`config.mk`:
```
export PLATFORM = sky130hd
export DESIGN_NAME = alu_control_unit
export DESIGN_NICKNAME = d
export VERILOG_FILES = /design/src/rtl/alu_ctrl_pkg.sv /design/src/rtl/alu_control_unit.sv
export SDC_FILE = /design/constraint.sdc
export NUM_CORES = 1
export LEC_CHECK = 0
export BUFFER_PORTS_ARGS = -buffer_cell sky130_fd_sc_hd__buf_2
export CAP_MARGIN = 20
export CORE_MARGIN = 2
export CORE_UTILIZATION = 44
export CTS_CLUSTER_DIAMETER = 100
export DETAILED_ROUTE_END_ITERATION = 7
export PLACE_DENSITY = 0.84
export SLEW_MARGIN = 20
export SYNTH_ARGS = -nofsm -noshare
export SYNTH_HDL_FRONTEND = slang
export SYNTH_SLANG_ARGS = --single-unit
export TNS_END_PERCENT = 5
```
`constraint.sdc`:
```
create_clock -name clk -period 1.8 [get_ports clk]
set_input_delay 0.36 -clock clk [delete_from_list [all_inputs] [get_ports clk]]
set_output_delay 0.36 -clock clk [all_outputs]
set_load 0.02 [all_outputs]
```
`src/rtl/alu_ctrl_pkg.sv`:
```
// ============================================================================
// alu_ctrl_pkg : shared state, opcode and ctrl-bit constants for the ALU controller
// Revision     : 1.0
// ============================================================================
`default_nettype none

package alu_ctrl_pkg;

    localparam logic [3:0] ST_IDLE     = 4'd0;
    localparam logic [3:0] ST_CLR      = 4'd1;
    localparam logic [3:0] ST_LD_M     = 4'd2;
    localparam logic [3:0] ST_LD_A     = 4'd3;
    localparam logic [3:0] ST_LD_Q     = 4'd4;
    localparam logic [3:0] ST_MUL_OP   = 4'd5;
    localparam logic [3:0] ST_MUL_SH   = 4'd6;
    localparam logic [3:0] ST_DIV_SH   = 4'd7;
    localparam logic [3:0] ST_DIV_SUB  = 4'd8;
    localparam logic [3:0] ST_DIV_TEST = 4'd9;
    localparam logic [3:0] ST_DIV_Q    = 4'd10;
    localparam logic [3:0] ST_OUT_HI   = 4'd11;
    localparam logic [3:0] ST_OUT_LO   = 4'd12;

    localparam logic [1:0] OP_ADD = 2'b00;
    localparam logic [1:0] OP_SUB = 2'b01;
    localparam logic [1:0] OP_MUL = 2'b10;
    localparam logic [1:0] OP_DIV = 2'b11;

    // ctrl[i] drives datapath control input ci
    localparam int C_LD_M      = 0;
    localparam int C_LD_Q      = 1;
    localparam int C_LD_A_ALU  = 2;
    localparam int C_SUB       = 3;
    localparam int C_SHIFT     = 4;
    localparam int C_CNT       = 5;
    localparam int C_SER_IN    = 6;
    localparam int C_OUT_HI    = 7;
    localparam int C_OUT_LO    = 8;
    localparam int C_LD_A      = 9;
    localparam int C_FORCE_Q0  = 10;

    localparam int CTRL_W = 11;

endpackage : alu_ctrl_pkg

`default_nettype wire

```
`src/rtl/alu_control_unit.sv`:
```
// ============================================================================
// alu_control_unit : sequencer for the byte-serial add/sub/Booth-mul/restoring-div
//                    datapath. Optional macro: ALU_CTRL_DIV0_CHECK_EN.
// Revision         : 1.0
// ============================================================================
`default_nettype none

module alu_control_unit
    import alu_ctrl_pkg::*;
(
    input  logic                clk,
    input  logic                rst,
    input  logic                start,
    input  logic [1:0]          op_in,
    output logic                busy,
    input  logic                in_valid,
    output logic                in_ready,
    input  logic [7:0]          in,
    output logic                out_valid,
    input  logic                out_ready,
    output logic                done,
    output logic                err,
    output logic [1:0]          op,
    output logic [CTRL_W-1:0]   ctrl,
    output logic                internal_rst,
    input  logic                cnt_done,
    input  logic                q0,
    input  logic                qm1,
    input  logic                a7
);

    logic [3:0]         state_q, state_d;
    logic [1:0]         op_q, op_d;
    logic               neg_q, neg_d;
    logic               done_q, done_d;
    logic               err_q, err_d;
    logic [CTRL_W-1:0]  ctrl_w;
    logic               in_ready_w;
    logic               out_valid_w;
    logic               internal_rst_w;

    always_comb begin
        state_d        = state_q;
        op_d           = op_q;
        neg_d          = neg_q;
        err_d          = err_q;
        done_d         = 1'b0;
        ctrl_w         = '0;
        in_ready_w     = 1'b0;
        out_valid_w    = 1'b0;
        internal_rst_w = 1'b0;

        case (state_q)
            ST_IDLE: begin
                if (start) begin
                    op_d    = op_in;
                    err_d   = 1'b0;
                    state_d = ST_CLR;
                end
            end
            ST_CLR: begin
                internal_rst_w = 1'b1;
                state_d        = ST_LD_M;
            end
            ST_LD_M: begin
                in_ready_w = 1'b1;
                if (in_valid) begin
                    ctrl_w[C_LD_M] = 1'b1;
`ifdef ALU_CTRL_DIV0_CHECK_EN
                    if (op_q == OP_DIV && in == 8'h00) begin
                        err_d = 1'b1;
                    end
`endif
                    state_d = (op_q == OP_DIV) ? ST_LD_A : ST_LD_Q;
                end
            end
            ST_LD_A: begin
                in_ready_w = 1'b1;
                if (in_valid) begin
                    ctrl_w[C_LD_A] = 1'b1;
                    state_d        = ST_LD_Q;
                end
            end
            ST_LD_Q: begin
                in_ready_w = 1'b1;
                if (in_valid) begin
                    ctrl_w[C_LD_Q] = 1'b1;
                    case (op_q)
                        OP_MUL:  state_d = ST_MUL_OP;
                        // a zero divisor skips the iterations; err_q is already set
                        OP_DIV:  state_d = err_q ? ST_OUT_HI : ST_DIV_SH;
                        default: state_d = ST_OUT_HI;
                    endcase
                end
            end
            ST_MUL_OP: begin
                if (q0 && !qm1) begin
                    ctrl_w[C_LD_A_ALU] = 1'b1;
                    ctrl_w[C_SUB]      = 1'b1;
                end else if (!q0 && qm1) begin
                    ctrl_w[C_LD_A_ALU] = 1'b1;
                end
                state_d = ST_MUL_SH;
            end
            ST_MUL_SH: begin
                ctrl_w[C_SHIFT]  = 1'b1;
                ctrl_w[C_CNT]    = 1'b1;
                ctrl_w[C_SER_IN] = a7;
                state_d          = cnt_done ? ST_OUT_HI : ST_MUL_OP;
            end
            ST_DIV_SH: begin
                ctrl_w[C_SHIFT] = 1'b1;
                state_d         = ST_DIV_SUB;
            end
            ST_DIV_SUB: begin
                ctrl_w[C_LD_A_ALU] = 1'b1;
                ctrl_w[C_SUB]      = 1'b1;
                state_d            = ST_DIV_TEST;
            end
            ST_DIV_TEST: begin
                neg_d = a7;
                if (a7) begin
                    ctrl_w[C_LD_A_ALU] = 1'b1;
                end
                state_d = ST_DIV_Q;
            end
            ST_DIV_Q: begin
                ctrl_w[C_FORCE_Q0] = 1'b1;
                ctrl_w[C_CNT]      = 1'b1;
                ctrl_w[C_SER_IN]   = ~neg_q;
                state_d            = cnt_done ? ST_OUT_HI : ST_DIV_SH;
            end
            ST_OUT_HI: begin
                ctrl_w[C_OUT_HI] = 1'b1;
                out_valid_w      = 1'b1;
                if (out_ready) begin
                    state_d = ST_OUT_LO;
                end
            end
            ST_OUT_LO: begin
                ctrl_w[C_OUT_LO] = 1'b1;
                out_valid_w      = 1'b1;
                if (out_ready) begin
                    done_d  = 1'b1;
                    state_d = ST_IDLE;
                end
            end
            default: begin
                state_d = ST_IDLE;
            end
        endcase
    end

    always_ff @(posedge clk) begin
        if (rst) begin
            state_q <= ST_IDLE;
            op_q    <= OP_ADD;
            neg_q   <= 1'b0;
            done_q  <= 1'b0;
        end else begin
            state_q <= state_d;
            op_q    <= op_d;
            neg_q   <= neg_d;
            done_q  <= done_d;
        end
    end

`ifdef ALU_CTRL_DIV0_CHECK_EN
    always_ff @(posedge clk) begin
        if (rst) begin
            err_q <= 1'b0;
        end else begin
            err_q <= err_d;
        end
    end
`else
    logic unused_in;

    assign err_q     = 1'b0;
    assign unused_in = ^{in, err_d};
`endif

    assign busy         = (state_q != ST_IDLE);
    assign in_ready     = in_ready_w;
    assign out_valid    = out_valid_w;
    assign done         = done_q;
    assign err          = err_q;
    assign op           = op_q;
    assign ctrl         = ctrl_w;
    assign internal_rst = internal_rst_w;

endmodule : alu_control_unit

`default_nettype wire

```
==> results.py, run 1 <==
metrics = {
    "run_status": {
        "status": "complete, no violations",
    },
    "drt": {
        "routed_wl_mm": 1.87,
        "initialDrtViolationCount": 17,
        "antenna_left": 0,
        "drc_errors": 0,
        "firstDrtPassIters": 4,
        "vias_per_cell": 5.80,
        "wl_per_cell_um": 12.9,
        "num_vias": 841,
    },
    "grt": {
        "gr-total-overflow": 0,
        "grtUsageTotal_pct": 20.6,
        "grt_pass1_wl_mm": 2.98,
        "antenna_found_initial": 0,
        "grt_pass1_vias": 741,
        "grt_max_degree": 11,
    },
    "logic_synthesis": {
        "synth_nets": 121,
        "async_reset_ff_share_pct": 0,
        "synth.most_common_cell": "nor2_1",
        "synth_area_um2": 719,
        "yosys_warnings": 0,
        "synth_cell_types": 40,
        "synth_edf_count": 0,
        "synth_top_area_share_pct": 22.3,
        "ys.flop_type": "dfxtp_1",
        "yosys-top-cells-count": "nor2_1 (15), nand2_1 (9), dfxtp_1 (8)",
        "yosysSeqAreaShare_pct": 22.3,
        "ys_seq_elements": 8,
        "synth_cells": 101,
        "yosysTopAreaCell": "dfxtp_1",
        "avgSynthCellArea_um2": 7.12,
        "synth_area_leaders": "dfxtp_1 (22%), nor2_1 (7.8%), a21oi_1 (4.9%)",
    },
    "power_and_ir_drop": {
        "totalPowerFinal_mw": 1.35,
        "ir_drop_mv": 0.691,
        "p_leak_nw": 0.464,
        "p_per_area_mw_per_mm2": 1490,
    },
    "timing": {
        "period_minus_slack_ns": 1.80,
        "period_share_pct": 99.8,
        "finalMaxSlewViolations": 0,
        "hold_ws_ns": 0.333,
        "max_clock_freq_mhz": 557,
        "fin_ws_ns": 0.00368,
        "final_hold_viol_count": 0,
        "rsz0062_at_grt": "yes",
        "skew_ns": 0.00684,
        "setup_viol": 0,
    },
    "critical_path": {
        "required_ns": 1.44,
        "crit_path_end_kind": "output port",
        "worstSetupStartpointType": "register",
        "path_max_fanout": 10,
        "arrival_ns": 1.44,
        "critPathKind": "reg2out",
    },
    "floorplanning": {
        "fp.dieW_um": 44.4,
        "num_rows": 14,
        "ios": 38,
        "start_util_pct": 47.2,
        "dieHeight_um": 44.4,
        "fp.dieArea_mm2": 0.00197,
        "core_area_mm2": 0.00152,
    },
    "final_layout": {
        "final_core_util_pct": 59.5,
        "multi_input_area_um2": 494,
        "stdcell_area_um2": 907,
        "num_antenna_cells": 0,
        "register_area_um2": 168,
        "drive_gt1_share_pct": 36.4,
        "n_fill_cell": 142,
        "areaGrowthSynthToFinish_pct": 26.1,
        "nets": 151,
    },
    "clock_tree": {
        "cts_tree": "built",
        "clockRootBuffer": "clkbuf_4",
        "clkSinkCount": 8,
        "htree_levels": 1,
        "clk_pin_slew_ns": 0.06,
        "numCtsBuffers": 3,
        "insertion_delay_ns": 0.26,
        "cts_buffer_depth": 2,
    },
    "placement": {
        "dp_hpwl_mm": 1.45,
        "placed_cell_area_um2": 865,
        "pre_cts_ws_ns": 0.146,
        "io_buffers": 28,
        "gp_congestion": 0.937,
    },
    "hold_path": {
        "hold_class": "in2reg",
    },
    "run": {
        "maxCapViolations": 0,
    },
}
-- layer usage --
layer | wire length, µm | up-vias | part of all wire, % | global-route usage [%]
met4 | 29 | 0 | 1.5 | 6.67
met3 | 112 | 7 | 6.0 | 8.57
met1 | 738 | 393 | 39 | 22.3
met5 | 0 | - | 0 | 0
li1 | - | 412 | - | -
met2 | 990 | 29 | 53 | 36.2
-- final cells by class --
cell class,count,area share [%]
Clock buffer,3,2.48
Inverter,6,2.48
Multi-Input combinational cell,79,54.5
Sequential cell,8,18.5
Tap cell,16,2.21
Timing Repair Buffer,33,19.9
-- repair_timing --
item | CTS | global route
buffers inserted | 0 | 1
hold buffers | 0 | 0
gates resized for setup | 6 | 1
endpoints found under the setup margin | 5 | 10
pin swaps | 0 | 0
-- sequential cells by signal (all words and copies together), names as in the netlist --
signal and flops:
state_q 4, op 2, done 1, neg_q 1
-- layout by cell type, fill, tap and decap left out, types with 4 or more instances in the layout --
cell      count
a21oi_1       7
buf_2        27
buf_4         6
dfxtp_1       4
inv_1         6
nand2_1       9
nand2b_1      4
nor2_1       14
-- report_power, final --
group	switching, mW	leakage (nW)	internal, mW
clock	0.0627	0.0138	0.0764
sequential	0.0941	0.0672	0.236
combinational	0.507	0.383	0.372
-- path summary, 6_finish.rpt --
path	from	to	slack, ns	depth (start not counted)
worst max-delay path	state_q[3]$_SDFFE_PP0P_	ctrl[2]	0.004	4
worst min register to register	neg_q$_SDFFE_PP0N_	neg_q$_SDFFE_PP0N_	0.49	2
worst max register to register	state_q[0]$_SDFFE_PP0P_	state_q[0]$_SDFFE_PP0P_	0.26	4
worst min-delay path	op_in[1]	op[1]$_SDFFE_PP0P_	0.33	3
-- stage by stage --
| stage | std cells | setup TNS, ns |
|---|---|---|
| 3_5_place_dp | 141 | 0 |
| 4_1_cts | 144 | 0 |
| 2_1_floorplan | 101 | 0 |
| 3_3_place_gp | 141 | 0 |
| 6_report | 145 | 0 |
| 5_1_grt | 145 | -0.349 |
-- worst max-delay path: stages, from the launching register on --
cell	delay, ns
dfxtp_2	0.37
or2b_1	0.28
o32a_1	0.29
nor2_1	0.09
buf_4	0.14
-- cells by family (layout without fill, tap and decap cells) --
group	count (synthesis)	after routing	synth area share [%]
adders and majority gates	1	1	1.74
other	1	1	0.521
AOI/OAI and AO/OA	25	25	24.7
and+or+nand+nor	49	49	37.2
muxes	3	3	4.17
buffers and inverters	14	42	9.39
DFF	8	8	22.3
(Power assumes the default switching activity.)
==> inputs of run 2 (changes only) <==
--- a/config.mk
+++ b/config.mk
@@ -11,8 +11,8 @@
 export CORE_UTILIZATION = 44
 export CTS_CLUSTER_DIAMETER = 100
 export DETAILED_ROUTE_END_ITERATION = 7
-export PLACE_DENSITY = 0.84
-export SLEW_MARGIN = 20
+export PLACE_DENSITY = 0.78
+export SLEW_MARGIN = 30
 export SYNTH_ARGS = -nofsm -noshare
 export SYNTH_HDL_FRONTEND = slang
 export SYNTH_SLANG_ARGS = --single-unit
==> run 2 against run 1 <==
Hold slack worse by 0.011 ns. Combinational power is 9.1% higher. Cell count is 1.4% higher. Largest cell class unchanged. Critical path depth stayed put. Sequential power is 5% lower. Count of clock-buffer cells in the layout stayed put. Sequential cell count stayed put.
==> results.py, run 2 (same netlist as run 1, synthesis figures left out) <==
metrics = {
    "floorplanning": {
        "dieHeight_um": 44.4,
        "fp.dieW_um": 44.4,
        "fp.dieArea_mm2": 0.00197,
        "num_rows": 14,
        "start_util_pct": 47.2,
        "core_area_mm2": 0.00152,
        "ios": 38,
    },
    "final_layout": {
        "areaGrowthSynthToFinish_pct": 30.1,
        "largest_reg_flops": 4,
        "stdcell_area_um2": 936,
        "layout_commonest_cell": "buf_2",
        "nets": 153,
        "num_antenna_cells": 0,
        "top_register": "state_q",
        "final_cell_mix": "buf_2 (27), nor2_1 (14), nand2_1 (9)",
        "drive_gt1_share_pct": 38.9,
    },
    "timing": {
        "rsz0062_at_grt": "yes",
        "setup-tns-final_ns": 0,
        "max_clock_freq_mhz": 567,
        "skew_ns": 0.0108,
        "final_hold_viol_count": 0,
        "finalMaxSlewViolations": 0,
        "period_minus_slack_ns": 1.76,
        "setup_viol": 0,
        "period_share_pct": 98.0,
    },
    "clock_tree": {
        "clockRootBuffer": "clkbuf_4",
        "insertion_delay_ns": 0.26,
        "numCtsBuffers": 3,
        "htree_levels": 1,
        "cts_buffer_depth": 2,
        "clk_pin_slew_ns": 0.06,
        "clkSinkCount": 8,
        "cts_hold_buf": 0,
        "cts_tree": "built",
    },
    "critical_path": {
        "arrival_ns": 1.40,
        "critPathKind": "reg2out",
        "required_ns": 1.44,
        "worstSetupStartpointType": "register",
        "crit_family": "flip-flops",
        "path_max_fanout": 6,
        "cpMaxStageDelayCell": "dfxtp_4",
        "cp_num_buf_inv": 1,
        "rr_worst_depth": 4,
        "crit_cells": 4,
        "slowest_delay_ns": 0.36,
        "crit_chain": "or2b_1 > o32a_1 > nor2_1 > buf_4",
        "crit_path_end_kind": "output port",
    },
    "power_and_ir_drop": {
        "ir_drop_mv": 0.762,
        "p_per_area_mw_per_mm2": 1510,
        "totalPowerFinal_mw": 1.41,
        "p_leak_nw": 0.476,
    },
    "hold_path": {
        "hold_class": "in2reg",
        "hold_depth": 3,
    },
    "drt": {
        "wl_per_cell_um": 13.1,
        "firstDrtPassIters": 4,
        "num_vias": 848,
        "vias_per_cell": 5.77,
        "antenna_left": 0,
        "initialDrtViolationCount": 39,
        "drc_errors": 0,
        "routed_wl_mm": 1.93,
    },
    "grt": {
        "grt_max_degree": 13,
        "antenna_found_initial": 0,
        "grtUsageTotal_pct": 20.4,
        "gr-total-overflow": 0,
        "grt_pass1_wl_mm": 2.95,
        "grt_pass1_vias": 710,
    },
    "placement": {
        "gp_congestion": 0.904,
        "dp_hpwl_mm": 1.43,
        "placed_cell_area_um2": 872,
        "io_buffers": 28,
    },
    "run": {
        "maxCapViolations": 0,
    },
    "run_status": {
        "status": "complete, no violations",
    },
}
==> run 2: cell count changes in the layout (fill, tap and decap cells not counted), sizes merged <==
cell  delta
buf      +2
==> run 2: where the power goes <==
group          internal [mW]  switching, mW
clock                 0.0765         0.0648
sequential             0.239         0.0738
combinational          0.404          0.555
total                  0.720          0.693
==> run 2: final timing paths <==
kind         slack [ns]                     from                 endpoint
min                0.32                 op_in[1]       op[1]$_SDFFE_PP0P_
max reg2reg        0.26  state_q[0]$_SDFFE_PP0P_  state_q[1]$_SDFFE_PP0P_
max                0.04  state_q[2]$_SDFFE_PP0P_                  ctrl[2]
min reg2reg        0.49       neg_q$_SDFFE_PP0N_       neg_q$_SDFFE_PP0N_
==> run 2: layout make-up <==
class / instances / area, µm²
clock buffers: 3 / 22.5
fillers: 142 / 588
inverters: 6 / 22.5
multi-input cells: 79 / 505
flip-flops and latches: 8 / 170
well taps: 16 / 20.0
repair buffers: 35 / 195
==> run 2: layer usage <==
layer	vias to the layer above	global-route usage, %	wire length [µm]
met5	-	0	0
met3	6	5.31	150
met4	0	10.3	36
li1	416	-	-
met1	386	25.2	801
met2	40	32.6	938
==> run 2: timing repair <==
action                     CTS  global route
setup endpoints to repair    7            10
gates cloned                 0             0
buffers inserted             0             2
resized for setup            5             6
==> run 2: through the flow <==
stage | worst slack (ns) | hold WS [ns] | util (%) | cells
3_5_place_dp | 0.132 | 0.475 | 57.2 | 142
4_1_cts | -0.00676 | 0.320 | 59.4 | 145
6_report | 0.0360 | 0.322 | 61.4 | 147
5_1_grt | -0.0177 | 0.346 | 61.4 | 147
3_3_place_gp | 0.141 | 0.464 | 57.2 | 142
2_1_floorplan | 0.137 | 0.454 | - | 101
==> run 2: worst reg2reg max path: cells and delay by family, from the launching register on <==
kind	cells	cell delay (ns)
AO/OA/AOI/OAI	1	0.32
multiplexers	1	0.12
AND/OR/NAND/NOR	2	0.61
flip-flops	1	0.37
==> inputs of run 3 (changes only) <==
--- a/config.mk
+++ b/config.mk
@@ -5,13 +5,14 @@
 export SDC_FILE = /design/constraint.sdc
 export NUM_CORES = 1
 export LEC_CHECK = 0
+export ABC_AREA = 1
 export BUFFER_PORTS_ARGS = -buffer_cell sky130_fd_sc_hd__buf_2
 export CAP_MARGIN = 20
 export CORE_MARGIN = 2
-export CORE_UTILIZATION = 44
+export CORE_UTILIZATION = 43
 export CTS_CLUSTER_DIAMETER = 100
 export DETAILED_ROUTE_END_ITERATION = 7
-export PLACE_DENSITY = 0.78
+export PLACE_DENSITY = 0.77
 export SLEW_MARGIN = 30
 export SYNTH_ARGS = -nofsm -noshare
 export SYNTH_HDL_FRONTEND = slang
==> run 3 against run 2 <==
Non-clock buffer count shrank 1. Clock power rose by 11%. Largest cell class unchanged. Sequential share of layout area down 0.46 points. Final area is 1.2% lower. Synthesized cell count grew 13%. Area after synthesis decreased by 0.87%.
==> results.py, run 3 <==
metrics = {
    "run_status": {
        "status": "complete, no violations",
    },
    "logic_synthesis": {
        "ys.flop_type": "dfxtp_1",
        "yosys_warnings": 0,
        "async_reset_ff_share_pct": 0,
        "synth_cells": 114,
        "yosysTopAreaCell": "dfxtp_1",
        "avgSynthCellArea_um2": 6.26,
        "synth_area_leaders": "dfxtp_1 (22%), nand2_1 (14%), nand3_1 (8.4%)",
        "synth_top_area_share_pct": 22.5,
        "synth_nets": 134,
        "yosysSeqAreaShare_pct": 22.5,
        "synth_cell_types": 26,
        "synth_edf_count": 0,
        "synth.most_common_cell": "nand2_1",
        "ys_seq_elements": 8,
        "yosys-top-cells-count": "nand2_1 (26), nor2_1 (15), nand3_1 (12)",
        "synth_area_um2": 713,
    },
    "critical_path": {
        "crit_chain": "inv_2 > nor2_4 > nand2_1 > o211ai_1 > buf_2",
        "rr_startpoint": "state_q[1]$_SDFFE_PP0P_",
        "endpoint": "ctrl[2]",
        "critPathKind": "reg2out",
        "worstSetupStartpointType": "register",
        "cp_num_buf_inv": 2,
        "crit_family": "flip-flops",
        "rr_worst_depth": 9,
        "ff2ff_setup_slack_ns": 0.28,
        "required_ns": 1.44,
        "crit_cells": 5,
        "r2r_end": "state_q[1]$_SDFFE_PP0P_",
        "arrival_ns": 1.37,
        "slowest_delay_ns": 0.35,
        "path_max_fanout": 6,
        "cpMaxStageDelayCell": "dfxtp_1",
        "cp-startpoint": "state_q[2]$_SDFFE_PP0P_",
        "crit_path_end_kind": "output port",
    },
    "floorplanning": {
        "dieHeight_um": 44.7,
        "num_rows": 14,
        "fp.dieArea_mm2": 0.00200,
        "start_util_pct": 46.8,
        "ios": 38,
        "core_area_mm2": 0.00152,
        "fp.dieW_um": 44.7,
    },
    "timing": {
        "max_clock_freq_mhz": 576,
        "setup_viol": 0,
        "fin_ws_ns": 0.0651,
        "period_share_pct": 96.4,
        "rsz0062_at_grt": "no",
        "hold_ws_ns": 0.354,
        "setup-tns-final_ns": 0,
        "finalMaxSlewViolations": 0,
        "period_minus_slack_ns": 1.73,
        "final_hold_viol_count": 0,
        "skew_ns": 0.0168,
    },
    "clock_tree": {
        "insertion_delay_ns": 0.28,
        "cts_hold_buf": 0,
        "numCtsBuffers": 3,
        "cts_buffer_depth": 2,
        "htree_levels": 1,
        "clockRootBuffer": "clkbuf_4",
        "cts_tree": "built",
        "clkSinkCount": 8,
        "clk_pin_slew_ns": 0.07,
    },
    "drt": {
        "antenna_left": 0,
        "drc_errors": 0,
        "num_vias": 866,
        "wl_per_cell_um": 12.4,
        "vias_per_cell": 5.31,
        "initialDrtViolationCount": 31,
        "routed_wl_mm": 2.02,
        "firstDrtPassIters": 4,
    },
    "hold_path": {
        "hold_class": "in2reg",
    },
    "grt": {
        "grt_pass1_vias": 763,
        "antenna_found_initial": 0,
        "grt_max_degree": 9,
        "gr-total-overflow": 0,
        "grtUsageTotal_pct": 23.6,
        "grt_pass1_wl_mm": 3.31,
    },
    "run": {
        "maxCapViolations": 0,
    },
    "final_layout": {
        "top_register": "state_q",
        "drive_gt1_share_pct": 42.2,
        "num_antenna_cells": 0,
        "stdcell_area_um2": 925,
        "layout_commonest_cell": "buf_2",
        "nets": 169,
        "final_cell_mix": "buf_2 (28), nand2_1 (26), nor2_1 (13)",
        "areaGrowthSynthToFinish_pct": 29.6,
        "largest_reg_flops": 4,
        "n_fill_cell": 150,
    },
    "placement": {
        "placed_cell_area_um2": 866,
        "gp_congestion": 0.847,
        "pre_cts_ws_ns": 0.245,
        "dp_hpwl_mm": 1.55,
        "io_buffers": 28,
    },
    "power_and_ir_drop": {
        "p_per_area_mw_per_mm2": 1310,
        "p_leak_nw": 0.488,
        "totalPowerFinal_mw": 1.21,
        "ir_drop_mv": 0.832,
    },
}
-- run 3: what timing repair did --
action	in CTS	in global routing
pin swaps	0	2
gates resized for setup	1	4
setup buffers	0	3
cloned	0	0
endpoints found under the setup margin	2	4
hold endpoints to repair	0	0
-- run 3: cells by family after synthesis --
family	after synthesis	synth area share [%]
AO/OA/AOI/OAI	13	11.8
flip-flops	8	22.5
AND/OR/NAND/NOR	75	53.0
buffers and inverters	16	10.5
adder cells (fa/ha/maj)	1	1.75
other	1	0.526
-- run 3: report_power, final --
part	total, mW	internal [mW]	switching [mW]
Clock	0.156	0.0772	0.0784
Sequential	0.251	0.217	0.0331
Combinational	0.802	0.289	0.513
Total	1.21	0.584	0.625
-- run 3: final cells by class --
| type | count | area (µm²) | area share, % |
|---|---|---|---|
| Timing Repair Buffer | 34 | 185 | 20.0 |
| Multi-Input combinational cell | 90 | 488 | 52.8 |
| Clock buffer | 3 | 22.5 | 2.44 |
| Tap cell | 16 | 20.0 | 2.17 |
| Inverter | 12 | 45.0 | 4.87 |
| Sequential cell | 8 | 164 | 17.7 |
-- run 3: per-stage QoR --
stage / utilization (%) / instances
after floorplan: - / 114
after global placement: 56.8 / 157
after detailed placement: 56.8 / 157
after CTS: 58.4 / 160
after global routing: 60.7 / 163
final: 60.7 / 163
-- run 3: how the worst min path moves through the flow --
stage	from	to	cells after the start
after CTS	op_in[1]	op[1]$_SDFFE_PP0P_	3
after floorplan	neg_q$_SDFFE_PP0N_	neg_q$_SDFFE_PP0N_	2
after global placement	neg_q$_SDFFE_PP0N_	neg_q$_SDFFE_PP0N_	2
after global routing	op_in[1]	op[1]$_SDFFE_PP0P_	3
after detailed placement	neg_q$_SDFFE_PP0N_	neg_q$_SDFFE_PP0N_	2
final	op_in[1]	op[1]$_SDFFE_PP0P_	3
-- run 3: worst min-delay path: cells and delay by family --
kind                   cells  cell delay (ns)
AO/OA/AOI/OAI              1             0.05
buffers and inverters      1             0.09
AND/OR/NAND/NOR            1             0.09
-- run 3: per-layer routing --
layer	vias to the layer above	track usage [%]	share of wire (%)
li1	434	-	-
met1	389	28.9	45
met5	-	0	0
met2	38	35.9	45
met4	0	16.4	2.6
met3	5	6.00	7.4
